### src/rtl/mem_arb_pkg.sv
// Shared types and constants for the unified memory-port arbiter.
// Enum encodings double as arbiter request indices (FETCH=0, DATA=1).
package mem_arb_pkg;

  typedef enum logic [1:0] {
    IDLE = 2'd0,
    ADDR = 2'd1,
    RESP = 2'd2
  } state_t;

  typedef enum logic {
    FETCH = 1'b0,
    DATA  = 1'b1
  } port_t;

  localparam logic [31:0] ERR_DATA = 32'hDEAD_BEEF;
  localparam logic [3:0]  BE_WORD  = 4'hF;

endpackage

### src/rtl/arb_rr2.sv
// Two-input round-robin picker, purely combinational (zero latency, no state).
// On a tie the port not granted last wins; a lone requester always wins.
module arb_rr2 (
  input  logic [1:0] req,
  input  logic       last,
  output logic       win,
  output logic       any
);

  always_comb begin
    any = |req;
    if (&req) begin
      win = ~last;
    end else begin
      win = req[1];
    end
  end

endmodule

### src/rtl/mem_port_arbiter.sv
// Shares one memory port between fetch and load/store: grant in IDLE, command next cycle, response passed through.
// One transaction outstanding; new requests wait outside IDLE, command held until mem_gnt, response bounded by watchdog.
module mem_port_arbiter
  import mem_arb_pkg::*;
#(
  parameter int AW      = 32,
  parameter int DW      = 32,
  parameter int TIMEOUT = 64
) (
  input  logic          clk,
  input  logic          rst,

  input  logic          if_req,
  input  logic [AW-1:0] if_addr,
  output logic          if_gnt,
  output logic          if_rvalid,
  output logic [DW-1:0] if_rdata,
  output logic          if_err,

  input  logic          d_req,
  input  logic          d_we,
  input  logic [3:0]    d_be,
  input  logic [AW-1:0] d_addr,
  input  logic [DW-1:0] d_wdata,
  output logic          d_gnt,
  output logic          d_rvalid,
  output logic [DW-1:0] d_rdata,
  output logic          d_err,

  output logic          mem_req,
  output logic          mem_we,
  output logic [3:0]    mem_be,
  output logic [AW-1:0] mem_addr,
  output logic [DW-1:0] mem_wdata,
  input  logic          mem_gnt,
  input  logic          mem_rvalid,
  input  logic [DW-1:0] mem_rdata,

  output logic          busy
);

  localparam int CW = (TIMEOUT > 1) ? $clog2(TIMEOUT) : 1;
  localparam logic [CW-1:0] CNT_LAST = CW'(TIMEOUT - 1);

  state_t        state;
  state_t        state_nxt;
  port_t         last_grant;
  port_t         owner;
  logic          hold_we;
  logic [3:0]    hold_be;
  logic [AW-1:0] hold_addr;
  logic [DW-1:0] hold_wdata;
  logic [CW-1:0] wd_cnt;

  logic          arb_win;
  logic          arb_any;
  logic          grant;
  logic          expire;
  logic          resp_done;

  arb_rr2 u_arb (
    .req  ({d_req, if_req}),
    .last (last_grant),
    .win  (arb_win),
    .any  (arb_any)
  );

  // Reset masks the grant so a requester never sees gnt for a command that is then discarded.
  assign grant     = (state == IDLE) && arb_any && !rst;
  assign expire    = (TIMEOUT != 0) && (state == RESP) && !mem_rvalid && (wd_cnt == CNT_LAST);
  assign resp_done = (state == RESP) && (mem_rvalid || expire);

  always_ff @(posedge clk) begin
    if (rst) begin
      state <= IDLE;
    end else begin
      state <= state_nxt;
    end
  end

  always_comb begin
    state_nxt = state;
    case (state)
      IDLE:    if (arb_any) state_nxt = ADDR;
      ADDR:    if (mem_gnt) state_nxt = RESP;
      RESP:    if (mem_rvalid || expire) state_nxt = IDLE;
      default: state_nxt = IDLE;
    endcase
  end

  always_ff @(posedge clk) begin
    if (rst) begin
      last_grant <= FETCH;
      owner      <= FETCH;
      hold_we    <= 1'b0;
      hold_be    <= 4'h0;
      hold_addr  <= '0;
      hold_wdata <= '0;
      wd_cnt     <= '0;
    end else begin
      if (grant) begin
        last_grant <= port_t'(arb_win);
        owner      <= port_t'(arb_win);
        if (arb_win) begin
          hold_we    <= d_we;
          hold_be    <= d_be;
          hold_addr  <= d_addr;
          hold_wdata <= d_wdata;
        end else begin
          hold_we    <= 1'b0;
          hold_be    <= BE_WORD;
          hold_addr  <= if_addr;
          hold_wdata <= '0;
        end
      end
      // Cleared on the accepting ADDR cycle so the first RESP cycle sees zero.
      if ((state == ADDR) && mem_gnt) begin
        wd_cnt <= '0;
      end else if ((state == RESP) && !mem_rvalid) begin
        wd_cnt <= wd_cnt + 1'b1;
      end
    end
  end

  always_comb begin
    if_gnt    = grant && !arb_win;
    d_gnt     = grant && arb_win;
    mem_req   = 1'b0;
    mem_we    = 1'b0;
    mem_be    = 4'h0;
    mem_addr  = '0;
    mem_wdata = '0;
    if_rvalid = 1'b0;
    if_rdata  = '0;
    if_err    = 1'b0;
    d_rvalid  = 1'b0;
    d_rdata   = '0;
    d_err     = 1'b0;
    busy      = (state != IDLE);

    if (state == ADDR) begin
      mem_req   = 1'b1;
      mem_we    = hold_we;
      mem_be    = hold_be;
      mem_addr  = hold_addr;
      mem_wdata = hold_wdata;
    end

    // A real response in the expiry cycle wins over the error response.
    if (resp_done && !rst) begin
      if (owner == DATA) begin
        d_rvalid = 1'b1;
        d_rdata  = mem_rvalid ? mem_rdata : DW'(ERR_DATA);
        d_err    = !mem_rvalid;
      end else begin
        if_rvalid = 1'b1;
        if_rdata  = mem_rvalid ? mem_rdata : DW'(ERR_DATA);
        if_err    = !mem_rvalid;
      end
    end
  end

endmodule

### config.mk
export PLATFORM = sky130hd
export DESIGN_NAME = mem_port_arbiter
export DESIGN_NICKNAME = d
export VERILOG_FILES = /design/src/rtl/mem_arb_pkg.sv /design/src/rtl/arb_rr2.sv /design/src/rtl/mem_port_arbiter.sv
export SDC_FILE = /design/constraint.sdc
export NUM_CORES = 1
export LEC_CHECK = 0
export BUFFER_PORTS_ARGS = -buffer_cell sky130_fd_sc_hd__buf_2
export CORE_AREA = 2 2 110 112
export DETAILED_ROUTE_END_ITERATION = 12
export DIE_AREA = 0 0 112 114
export PLACE_DENSITY = 0.78
export SLEW_MARGIN = 40
export SYNTH_ARGS = -nofsm -noshare
export SYNTH_HDL_FRONTEND = slang
export SYNTH_SLANG_ARGS = --single-unit
### constraint.sdc
create_clock -name clk -period 1.4 [get_ports clk]
set_input_delay 0.07 -clock clk [delete_from_list [all_inputs] [get_ports clk]]
set_output_delay 0.07 -clock clk [all_outputs]
set_load 0.01 [all_outputs]
==> metrics.yaml, run 1 <==
status: "finished, violations left"
violations: "negative setup slack"
finalHoldViolCount: 0
h-tree-depth: 3
synth_cells: 518
fin_tns_setup_ns: -52.68
die_h_microns: 114
initial_core_util_pct: 34.8
min_period_ns: 1.85
drt-total-wl_mm: 22.9
setup_ws_ns: -0.454
routed_via_density: 5.56
yosys_warnings: 0
timing.fmax_mhz: 539
ioPinCount: 280
tightest_slew_ns: 0.518
yosys.area.top_type: "dfxtp_1"
synth_top_cell_area_share_pct: 38.3
die_w_microns: 112
ys_seq_area_share_pct: 38.3
end_kind: "primary output"
holdWs_ns: 0.000980
skew_ns: 0.0147
rsz0062_at_grt: "yes"
drive_above_1_share_pct: 65.3
top_layer_used: "met4"
antennaDiodeCount: 0
num_rows: 40
peakVddDrop_uv: 506
vias: 5978
grt_max_degree: 29
area_growth_pct: 134
syn_area_sq_mm: 0.00407
nets: 1064
slew_headroom_pct: 65.5
leakage_nw: 4.23
fin_crit_sh_pct: 132
antenna_found_initial: 1
hold_path_class: "input pin to flip-flop"
clk_pin_slew_ns: 0.07
grt_pass1_wl_mm: 31.8
dr_wl_met2_mm: 12.1
grt-ovfl-total: 0
synth_area_per_cell_sq_um: 7.86
fin_cells: 1076
ys_ff_latch: 78
drv_cap: 0
clockBufferDepth: 2
async_flop_share_pct: 0
critical_path_class: "flip-flop to primary output"
wl_per_cell_microns: 21.2
design.core.area_sq_mm: 0.0117
placedCellCount: 936
cts_made_buffers: 9
ys_top_cells_by_area: "dfxtp_1 38%, and2_1 13%, a21oi_1 10%, nand2_1 7.6%, a22o_1 7.1%"
track_usage_pct: 31.6
met1_length_mm: 8.14
ys.flop_type: "dfxtp_1"
power_density_mw_per_mm2: 776
initialDrtViolationCount: 440
grt_pass1_vias: 5857
clock_latency_ns: 0.33
cts.sinks: 78
r2r-start: "state[1]"
cp.arrival_ns: 1.78
clock-root-buffer: "clkbuf_16"
gp_congestion: 0.902
setup-violations-final: 217
critPathMaxFanout: 28
synth-edff-count: 0
synth.distinct_cells: 42
wl_met3_mm: 1.71
cp-startpoint: "wd_cnt[1]"
ant_nets: 0
hpwl_mm: 11.0
start_kind: "flip-flop"
dieArea_sq_mm: 0.0128
fillers: 630
cts_tree: "yes"
drc: 0
synth_nets: 658
worstHoldStart: "d_addr[15]"
final_max_slew_viol_count: 0
portBuffers: 279
firstDrtPassIters: 5
cp_data_required_time_ns: 1.33
[metrics by stage]
step           instance area [sq um]  power (mW)  utilization [%]  setup WS (ns)
2_1_floorplan                   4530        3.20                -        -0.0878
3_3_place_gp                    6280        3.76             53.6        -0.0954
3_5_place_dp                    6280        3.78             53.6         -0.140
4_1_cts                         8910        7.13             76.1         -0.412
5_1_grt                         9550        7.65             81.6         -0.507
6_report                        9550        7.41             81.6         -0.454
[kinds of logic (layout without fill, tap and decap cells)]
kind of cell    Yosys count  count (layout)  share of synthesized area (%)
mux                       2               2                          0.491
compound gates          165             165                           26.8
simple gates            213             213                           27.7
flops                    78              78                           38.3
xor+xnor                  1               1                          0.215
fa+ha+maj                 1               1                          0.307
buf+inv                  58             469                           6.17
[Yosys cell counts, types with 2 or more instances]
| library cell | n |
|---|---|
| a311oi_1 | 29 |
| nor3_4 | 2 |
| nor2_1 | 9 |
| nor3_1 | 5 |
| buf_4 | 3 |
| nand4_1 | 3 |
| a31oi_1 | 3 |
| a21oi_1 | 85 |
| inv_1 | 2 |
| clkbuf_1 | 34 |
| buf_2 | 17 |
| or3b_1 | 2 |
| nand2_1 | 82 |
| nand2b_1 | 3 |
| and2_1 | 85 |
| nor4_1 | 4 |
| dfxtp_1 | 78 |
| o21ai_0 | 6 |
| nand3_1 | 6 |
| or3_1 | 5 |
| a22o_1 | 33 |
| mux2i_1 | 2 |
[final timing paths]
| check | to | slack, ns | cells after the start |
|---|---|---|---|
| worst max-delay path | if_rdata[26] | -0.45 | 6 |
| worst min-delay path | hold_addr[15] | 0.001 | 3 |
| worst max register to register | hold_addr[4] | -0.26 | 8 |
| worst min register to register | hold_wdata[10] | 0.48 | 1 |
[sequential cells by signal (all words and copies together) (netlist names)]
name	flops
hold_wdata	32
wd_cnt	6
state	2
owner	1
hold_be	4
hold_addr	32
hold_we	1
[metal layers]
metal / GRT usage [%] / vias up
li1: - / 2656
met1: 35.3 / 2855
met2: 59.4 / 380
met3: 6.06 / 87
met4: 12.5 / 0
met5: 0 / -
[report_power, final]
part,internal (mW),switching (mW),leakage [nW]
combinational,1.41,1.12,3.44
clock,1.40,0.968,0.147
sequential,2.40,0.127,0.643
total,5.20,2.21,4.23
[what timing repair did]
item,in CTS,in global routing
gates resized for setup,204,171
hold buffers,62,0
endpoints found under the setup margin,209,219
hold endpoints to repair,50,0
setup buffers,37,21
pin swaps,99,46
cloned,22,4
[cell type report]
type                    instances  area, sq um  area share [%]
well taps                     147          184            1.93
inverters                       3         13.8           0.144
clock inverters                 6         70.1           0.734
clock buffers                  10          229            2.40
flip-flops and latches         78         1570            16.4
multi-input cells             382         3220            33.7
repair buffers                450         4270            44.7
[worst max-delay path, cell delays in order, from the launching register on]
cell     delay (ns)
dfxtp_2        0.35
ha_4           0.14
nand2_2        0.05
or3_4          0.37
buf_12         0.21
a21oi_1        0.16
buf_2          0.16
[placed cells by master (no fill, tap or decap), drive strengths merged, types with 2 or more instances in the layout]
cell         Yosys  layout
or3b             2       2
buf             20     384
and2            85      85
nand4            3       3
a22o            33      33
nand3            6       6
a31oi            3       3
nand2           82      82
a21oi           86      86
inv              3       4
clkinv           0       4
a311oi          29      29
nor3             7       7
clkbuf          35      14
dlygate4sd3      0      62
nor4             4       4
nand2b           3       3
dfxtp           78      78
or3              5       5
nor2             9       9
mux2i            2       2
o21ai            6       6
Note: power is estimated with default switching activity, not from simulation.
==> run 2: changes to the inputs <==
PLACE_DENSITY = default   (was 0.78)
PLACE_DENSITY_LB_ADDON = 0.05   (was default)
==> metrics.yaml, run 2 (synthesis results as in run 1) <==
tightest_slew_ns: 0.357
gp_congestion: 0.782
p_sw_share_pct: 29.8
worstHoldEndpoint: "hold_addr[27]"
drc: 0
nets: 1050
ioPinCount: 280
r2r_slack_ns: -0.32
grt_pass1_wl_mm: 26.7
clock_latency_ns: 0.34
cp_data_required_time_ns: 1.33
cp.arrival_ns: 1.75
die_w_microns: 112
fillers: 728
setup_ws_ns: -0.421
skew_ns: 0.0158
p_seq_share_pct: 34.1
clock-root-buffer: "clkbuf_16"
slew_headroom_pct: 76.2
track_usage_pct: 26.1
drv_cap: 0
cts_tree: "yes"
final_cell_mix: "175 x buf_2, 127 x buf_6, 82 x and2_4, 81 x nand2_1, 73 x dfxtp_1"
power_density_mw_per_mm2: 785
ant_nets: 0
r2r_end: "hold_addr[20]"
area_growth_pct: 130
initial_core_util_pct: 34.8
start_kind: "flip-flop"
combPwrFrac_pct: 32.6
dieArea_sq_mm: 0.0128
drive_above_1_share_pct: 62.6
clk_pin_slew_ns: 0.07
hold_path_class: "input pin to flip-flop"
worstHoldStart: "if_addr[27]"
grt_max_degree: 50
p_int_mw: 5.16
cts_made_buffers: 9
final_max_slew_viol_count: 0
finalHoldViolCount: 0
holdPathStages: 3
drt-total-wl_mm: 20.1
peakVddDrop_uv: 664
reg2reg_depth: 9
final_util_pct: 80.0
min_period_ns: 1.82
cp-startpoint: "wd_cnt[1]"
portBuffers: 279
dpl_cell_area_sq_mm: 0.00623
design.core.area_sq_mm: 0.0117
timing.fmax_mhz: 549
clockBufferDepth: 2
status: "finished, violations left"
critPathMaxFanout: 25
violations: "negative setup slack"
antenna_found_initial: 1
layout_commonest_cell: "buf_2"
firstDrtPassIters: 5
die_h_microns: 114
num_rows: 40
h-tree-depth: 3
fin_cells: 1063
p_switching_mw: 2.19
rsz0062_at_grt: "yes"
initialDrtViolationCount: 249
wl_per_cell_microns: 18.9
grt_pass1_vias: 5156
final_cell_area_sq_mm: 0.00937
placedCellCount: 929
vias: 5701
end_kind: "primary output"
largestRegisters: "hold_addr (32), hold_wdata (32), wd_cnt (6)"
fin_crit_sh_pct: 130
routed_via_density: 5.36
setup-violations-final: 219
grt-ovfl-total: 0
r2r-start: "state[0]"
cts.sinks: 78
clkPwrFrac_pct: 33.2
hpwl_mm: 10.1
holdWs_ns: 0.00621
critical_path_class: "flip-flop to primary output"
leakage_nw: 4.15
run 2: cell count changes in the layout (fill, tap and decap cells not counted), sizes merged:
cell         before  now
clkinv            4    2
dlygate4sd3      62   63
clkbuf           14   16
diode             0    1
buf             384  366
inv               4    6
clkinvlp          0    1
run 2: worst max-delay path, cell delays in order, from the launching register on:
cell     delay, ns
dfxtp_2       0.36
ha_4          0.15
nand2_2       0.06
or3_4         0.36
buf_12        0.21
a21oi_1       0.15
buf_2         0.15
run 2: metal layers:
layer / part of all wire [%] / global-route usage [%] / wire, microns
met2: 52 / 46.0 / 10500
met3: 7.7 / 6.22 / 1550
met4: 2.5 / 8.78 / 507
met5: 0 / 0 / 0
met1: 38 / 31.3 / 7530
run 2: power groups by stage:
stage                     clock (mW)  sequential, mW  combinational, mW
after floorplan                    0            2.50              0.696
after global placement             0            2.52               1.21
after detailed placement           0            2.52               1.23
after CTS                       2.46            2.49               1.97
after global routing            2.55            2.53               2.51
final                           2.45            2.51               2.40
run 2: worst max-delay path by stage:
stage	depth (start not counted)	slack (ns)	to
after detailed placement	5	-0.14	d_rdata[21]
after floorplan	6	-0.09	if_rdata[25]
final	6	-0.42	if_rdata[31]
after global placement	5	-0.13	if_rdata[26]
after global routing	6	-0.49	d_rdata[5]
after CTS	6	-0.44	d_rdata[10]
run 2: final cells by class:
type | instances | area [sq um] | share of cell area, %
sequential | 78 | 1570 | 16.8
timing repair buffer | 436 | 4170 | 44.5
multi-input combinational | 382 | 3120 | 33.4
tap | 147 | 184 | 1.96
antenna | 1 | 2.50 | 0.0267
clock inverter | 7 | 80.1 | 0.855
inverter | 3 | 13.8 | 0.147
clock buffer | 9 | 225 | 2.40
run 2: per-stage QoR:
step           TNS, ns  power [mW]  setup slack (ns)
2_1_floorplan    -3.85        3.20           -0.0878
3_3_place_gp     -5.19        3.73            -0.126
3_5_place_dp     -5.53        3.75            -0.144
4_1_cts         -45.76        6.91            -0.435
5_1_grt         -68.60        7.59            -0.493
6_report        -55.77        7.35            -0.421
run 2: what timing repair did:
item | 4_1_cts | 5_1_grt
hold buffers | 63 | 0
pin swaps | 77 | 87
cloned | 15 | 9
endpoints found under the setup margin | 176 | 218
endpoints found under the hold margin | 51 | 0
gates resized for setup | 142 | 182
buffers inserted | 19 | 19
==> run 3: changes to the inputs <==
MAX_ROUTING_LAYER = met4   (was default)
==> metrics.yaml, run 3 (synthesis results as in run 1) <==
grt_pass1_wl_mm: 26.6
status: "finished, violations left"
clockBufferDepth: 2
routed_via_density: 5.30
drc: 0
fillers: 728
num_rows: 40
peakVddDrop_uv: 659
critPathMaxFanout: 25
area_growth_pct: 130
final_max_slew_viol_count: 0
final_cell_area_sq_mm: 0.00937
end_kind: "primary output"
power_density_mw_per_mm2: 784
slew_headroom_pct: 76.1
firstDrtPassIters: 5
clock_latency_ns: 0.34
initialDrtViolationCount: 248
violations: "negative setup slack"
drive_above_1_share_pct: 62.7
cts_made_buffers: 9
antenna_found_initial: 1
cp_data_required_time_ns: 1.33
track_usage_pct: 26.8
h-tree-depth: 3
start_kind: "flip-flop"
r2r-start: "state[0]"
nets: 1050
clk_pin_slew_ns: 0.07
fin_tns_setup_ns: -56.83
die_h_microns: 114
ant_nets: 0
timing.fmax_mhz: 548
cp.arrival_ns: 1.76
wl_per_cell_microns: 18.9
grt_max_degree: 50
layout_commonest_cell: "buf_2"
cts.sinks: 78
cp-startpoint: "wd_cnt[1]"
final_util_pct: 80.0
ioPinCount: 280
clock-root-buffer: "clkbuf_16"
final_cell_mix: "175 x buf_2, 127 x buf_6, 82 x and2_4, 81 x nand2_1, 73 x dfxtp_1"
portBuffers: 279
dieArea_sq_mm: 0.0128
min_period_ns: 1.83
leakage_nw: 4.15
hpwl_mm: 10.1
gp_congestion: 0.793
dpl_cell_area_sq_mm: 0.00623
vias: 5638
drv_cap: 0
initial_core_util_pct: 34.8
tightest_slew_ns: 0.358
grt-ovfl-total: 0
hold_path_class: "input pin to flip-flop"
setup_ws_ns: -0.426
drt-total-wl_mm: 20.1
skew_ns: 0.0132
cts_tree: "yes"
die_w_microns: 112
rsz0062_at_grt: "yes"
grt_pass1_vias: 5169
finalHoldViolCount: 0
setup-violations-final: 219
design.core.area_sq_mm: 0.0117
worstHoldStart: "d_addr[27]"
largestRegisters: "hold_addr (32), hold_wdata (32), wd_cnt (6)"
fin_crit_sh_pct: 130
critical_path_class: "flip-flop to primary output"
[run 3: cell counts in the layout (fill, tap and decap cells not counted)]
Identical to the previous run, type by type.
[run 3: per-layer routing]
metal | vias to the layer above | global-route usage (%) | share of wire (%)
li1 | 2619 | - | -
met4 | 0 | 8.78 | 2.7
met1 | 2681 | 31.6 | 38
met2 | 294 | 46.0 | 52
met3 | 44 | 5.53 | 7.4
met5 | - | - | 0
[run 3: area by class of cell]
class	count	area, sq um	area share (%)
antenna	1	2.50	0.0267
clock buffer	9	225	2.40
clock inverter	7	80.1	0.854
inverter	3	13.8	0.147
multi-input combinational	382	3130	33.4
sequential	78	1570	16.8
tap	147	184	1.96
timing repair buffer	436	4170	44.4
[run 3: timing repair]
action,in CTS,in global routing
cloned,15,9
buffers inserted,19,19
hold buffers,63,0
endpoints found under the hold margin,51,0
endpoints found under the setup margin,176,218
pin swaps,77,87
resized for setup,142,182
[run 3: worst paths after layout]
kind,endpoint,slack (ns),cells past startpoint
setup / recovery,if_rdata[31],-0.43,6
hold / removal,hold_addr[27],0.0002,3
setup reg to reg,hold_addr[20],-0.32,9
hold reg to reg,hold_wdata[3],0.48,1
[run 3: stage by stage]
step           setup slack (ns)  cells  hold slack [ns]  power (mW)
2_1_floorplan           -0.0878    518            0.203        3.20
3_3_place_gp             -0.126    929            0.286        3.73
3_5_place_dp             -0.144    929            0.291        3.75
4_1_cts                  -0.435   1042         0.000890        6.91
5_1_grt                  -0.495   1063          0.00168        7.58
6_report                 -0.426   1063         0.000158        7.35
[run 3: power by group]
group | leakage (nW) | switching (mW) | internal (mW)
Combinational | 3.36 | 1.04 | 1.36
Clock | 0.148 | 1.03 | 1.41
Sequential | 0.643 | 0.113 | 2.40
Total | 4.15 | 2.19 | 5.16
[run 3: worst max-delay path, stage by stage, from the launching register on]
cell     delay [ns]
dfxtp_2        0.35
ha_4           0.15
nand2_2        0.06
or3_4          0.36
buf_12         0.21
a21oi_1        0.15
buf_2          0.15
